$ cat config.mk
export PLATFORM = sky130hd
export DESIGN_NAME = nanov_uart_tx_sched
export DESIGN_NICKNAME = d
export VERILOG_FILES = /design/src/rtl/nanov_uart_tx_sched.sv
export SDC_FILE = /design/constraint.sdc
export NUM_CORES = 1
export LEC_CHECK = 0
export ABC_AREA = 1
export CAP_MARGIN = 15
export CORE_MARGIN = 10
export CORE_UTILIZATION = 54
export CTS_CLUSTER_DIAMETER = 150
export CTS_CLUSTER_SIZE = 20
export DETAILED_ROUTE_END_ITERATION = 7
export PLACE_DENSITY = 0.79
export SLEW_MARGIN = 40
export SYNTH_ARGS = -nofsm -noshare
export SYNTH_HDL_FRONTEND = slang
export SYNTH_SLANG_ARGS = --single-unit
$ cat constraint.sdc
create_clock -name clk -period 2.9 [get_ports clk]
set_clock_uncertainty 0.2 [all_clocks]
set_input_delay 0.58 -clock clk [delete_from_list [all_inputs] [get_ports clk]]
set_output_delay 0.58 -clock clk [all_outputs]
set_load 0.005 [all_outputs]
$ cat src/rtl/nanov_uart_tx_sched.sv
// Decodes CPU stores to the UART registers, queues TX bytes in a FIFO and
// launches them one at a time into the shared uart_tx serialiser.
module nanov_uart_tx_sched #(
  parameter int          DEPTH     = 8,
  parameter int          AW        = 3,
  parameter logic [31:0] TX_ADDR   = 32'h1000_0100,
  parameter logic [31:0] CTRL_ADDR = 32'h1000_0104
) (
  input  logic          clk,
  input  logic          rst_n,
  input  logic [31:0]   data_in,
  input  logic          store_addr,
  input  logic          store_data,
  input  logic          uart_busy,
  output logic          uart_en,
  output logic [7:0]    uart_data,
  output logic [AW:0]   fifo_level,
  output logic          fifo_full,
  output logic          overflow
);

  typedef enum logic [1:0] {IDLE, START, GUARD, DRAIN} state_t;

  state_t        state, state_nxt;
  logic          sel_tx, sel_ctrl;
  logic [7:0]    mem [DEPTH];
  logic [AW-1:0] wr_ptr, rd_ptr;
  logic [7:0]    byte_in;
  logic          push, clr, pop, accept, drop, load_head, has_data;

  // CPU bus is bit-serial ordered: byte bit i sits at data_in[31-i].
  always_comb begin
    byte_in = '0;
    for (int i = 0; i < 8; i++) byte_in[i] = data_in[31-i];
  end

  assign push      = store_data & sel_tx;
  assign clr       = store_data & sel_ctrl;
  assign pop       = (state == START);
  assign fifo_full = (fifo_level == (AW+1)'(DEPTH));
  assign accept    = push & (~fifo_full | pop);
  assign drop      = push & ~accept;
  assign has_data  = (fifo_level != '0);
  assign uart_en   = (state == START);

  always_ff @(posedge clk or negedge rst_n) begin
    if (!rst_n) begin
      sel_tx   <= 1'b0;
      sel_ctrl <= 1'b0;
    end else if (store_addr) begin
      sel_tx   <= (data_in == TX_ADDR);
      sel_ctrl <= (data_in == CTRL_ADDR);
    end
  end

  // Storage needs no reset: level/pointers define what is valid.
  always_ff @(posedge clk) begin
    if (accept) mem[wr_ptr] <= byte_in;
  end

  always_ff @(posedge clk or negedge rst_n) begin
    if (!rst_n) begin
      wr_ptr     <= '0;
      rd_ptr     <= '0;
      fifo_level <= '0;
      overflow   <= 1'b0;
    end else begin
      if (accept) wr_ptr <= wr_ptr + AW'(1);
      if (pop)    rd_ptr <= rd_ptr + AW'(1);
      case ({accept, pop})
        2'b10:   fifo_level <= fifo_level + (AW+1)'(1);
        2'b01:   fifo_level <= fifo_level - (AW+1)'(1);
        default: fifo_level <= fifo_level;
      endcase
      // A dropped push wins over a coincident clear.
      if (drop)     overflow <= 1'b1;
      else if (clr) overflow <= 1'b0;
    end
  end

  always_comb begin
    state_nxt = state;
    load_head = 1'b0;
    case (state)
      IDLE:  if (has_data) state_nxt = START;
      START: state_nxt = GUARD;
      GUARD: state_nxt = DRAIN;
      DRAIN: if (!uart_busy) state_nxt = has_data ? START : IDLE;
      default: state_nxt = IDLE;
    endcase
    if (state_nxt == START && state != START) load_head = 1'b1;
  end

  // Head byte is captured on entry to START so it is stable while uart_en is high.
  always_ff @(posedge clk or negedge rst_n) begin
    if (!rst_n) begin
      state     <= IDLE;
      uart_data <= '0;
    end else begin
      state <= state_nxt;
      if (load_head) uart_data <= mem[rd_ptr];
    end
  end

endmodule
==> qor.txt <==
global route overflow - 0
Post-CTS Hold Fix Bufs - 0
register area - 2500 um^2
post-synthesis cell type count - 33
delay-heaviest family, CP - buffers and inverters
CTS tree - built
worst path arrival time - 1.74 ns
first-pass iteration count of the detailed router - 4
CTS sink cnt - 87
top_reg_cell synth - edfxtp_1
CP startpoint kind - register
multi-input logic area - 1030 um^2
Core Box Area - 6720 um^2
Ant. Diodes - 0
layout cells sized above 1 - 11.7%
HP Class - register to register
DP Wirelength - 6310 um
Die Ht - 103 um
largest stage delay on the critical path - 0.56 ns
post-CTS resize count - 0
first-pass GRT wire length - 13,100 um
DRC - 0
Commonest cells post-synth - edfxtp_1, nor2_1, o21ai_0
DP Worst Slack - 0.398 ns
cts bufs inserted - 9
Setup crit end kind - primary output
TNS Setup - 0 ns
WHS - 0.293 ns
Max H-tree Level - 3
Skew-Pair Late Insertion Delay - 0.35 ns
Post-synth EDFFs - 64
largest net degree at the start of global routing - 35
clock slew seen by the registers of the worst setup and hold paths - 0.08 ns
Area contributors post-synth - edfxtp_1, dfrtp_1, o21ai_0
critical path class - register to primary output
Worst Slack Setup Final - 0.383 ns
Initial Utilization - 54.9%
WL/cell - 18.2 um
Synth top area share - 52.1%
Seq cells post-synth - 87
global-route usage over all layers - 16.9%
drt via density - 5.67
clock root cell - clkbuf_8
Slew HR - 59.2%
most common cell in the synthesized netlist - edfxtp_1
leakage power - 1.73 nW
Slew Viols, Final - 0
power density cells - 833 nW/um^2
Area Growth Syn to Fin - 23.4%
IR drop worst, VDD - 0.000335 V
Setup Viol. Count Final - 0
sequential cell area fraction in the yosys report - 67.8%
Std-Cell Rows - 30
post-route insts no fill - 473
RSZ-0062 raised after global routing - false
Post-DRT Antenna Nets - 0
IO Count - 52
Final min period - 2.52 ns
Synthesized Nets - 360
Tcrit/Tclk final - 86.8%
nets - 428
antenna violations before repair - 0
Synth async-reset ratio - 26.4%
Vias - 2,684
outcome - finished clean
crit path max fanout - 5
Synth Warn # - 0
Max Cap Viol - 0
Max clock buf depth - 2
die area - 10,500 um^2
vias in the first global route - 2,645
Buf/Inv on CP - 2
power consumption - 0.00379 W
largest area contributor in the netlist - edfxtp_1
placed cell count - 457
final WL - 8610 um
routability-driven placement congestion ratio - 0.952
Post-Syn Area - 3690 um^2
cells after synthesis - 320
FILL cells - 482
fmax - 397 MHz
number of post-CTS setup repair buffers - 0
WP data required - 2.12 ns
Slew @ Worst Pin - 0.606 ns
Synth Area per Inst - 11.5 um^2
I/O Buffers - 51
CP Cell Sequence - inv_1, nor4_1, clkdlybuf4s50_1
Die X - 103 um
Fin. Hold Viols - 0
Detailed Route Iter0 Violations - 184
CP max-delay cell - clkdlybuf4s50_1
## where the power goes
group | internal [W] | switching [W] | total, W
clock | 0.000333 | 0.000413 | 0.000746
sequential | 0.00146 | 0.000121 | 0.00159
combinational | 0.000594 | 0.000863 | 0.00146
## worst paths after layout
kind,from,depth (start not counted),to,slack (ns)
setup reg to reg,state[0]$_DFF_PN0_,9,mem[1][2]$_DFFE_PP_,0.81
setup / recovery,fifo_level[3]$_DFFE_PN0P_,3,fifo_full,0.38
min in group asynchronous,rst_n,2,state[1]$_DFF_PN0_,0.37
hold reg to reg,sel_tx$_DFFE_PN0P_,2,sel_tx$_DFFE_PN0P_,0.29
hold / removal,sel_tx$_DFFE_PN0P_,2,sel_tx$_DFFE_PN0P_,0.29
max in group asynchronous,rst_n,2,sel_tx$_DFFE_PN0P_,1.89
## stage by stage
| step | cell area, um^2 | util [%] |
|---|---|---|
| floorplan | 3690 | - |
| global placement | 4370 | 65.1 |
| detailed placement | 4370 | 65.1 |
| CTS | 4550 | 67.7 |
| global route | 4550 | 67.7 |
| finish | 4550 | 67.7 |
## layout make-up
class	count	share of cell area, %
Sequential cell	87	54.9
Multi-Input combinational cell	193	22.7
Timing Repair Buffer	67	13.9
Clock buffer	11	3.11
Inverter	30	2.48
Tap cell	80	2.20
Clock inverter	5	0.743
## routing by layer
layer | track usage (%) | wire length (um)
met1 | 20.0 | 3560
met5 | 0 | 0
met2 | 27.7 | 4140
met4 | 8.46 | 231
met3 | 4.69 | 681
## layout by cell type, fill, tap and decap left out, drive strengths merged, types with 4 or more instances in the layout
master         synthesis  layout
buf                    1      16
clkbuf                 9      11
clkdlybuf4s50          0      51
clkinv                 1       4
dfrtp                 23      23
edfxtp                64      64
inv                   29      29
nand2                 39      39
nand3                 10      10
nor2                  54      54
nor4                   5       5
o21ai                 46      46
o221ai                 8       8
o22ai                 12      12
xor2                   5       5
## logic make-up after synthesis
logic type / Yosys count / share of synthesized area (%)
AND/OR/NAND/NOR: 115 / 14.0
flip-flops: 87 / 67.8
AO/OA/AOI/OAI: 69 / 11.3
buffers and inverters: 40 / 4.28
XOR/XNOR: 6 / 1.63
adder cells (fa/ha/maj): 3 / 1.02
## tightest hold or removal path, cell delays in order (launching register included)
cell and delay, ns:
dfrtp_1 0.36, nand2_1 0.06, nand2_1 0.05
## state kept, by name, summed over array words and instances (netlist names)
register,flops
mem,64
uart_data,8
fifo_level,4
rd_ptr,3
wr_ptr,3
state,2
overflow,1
sel_ctrl,1
sel_tx,1
Note: power is estimated with default switching activity, not from simulation.
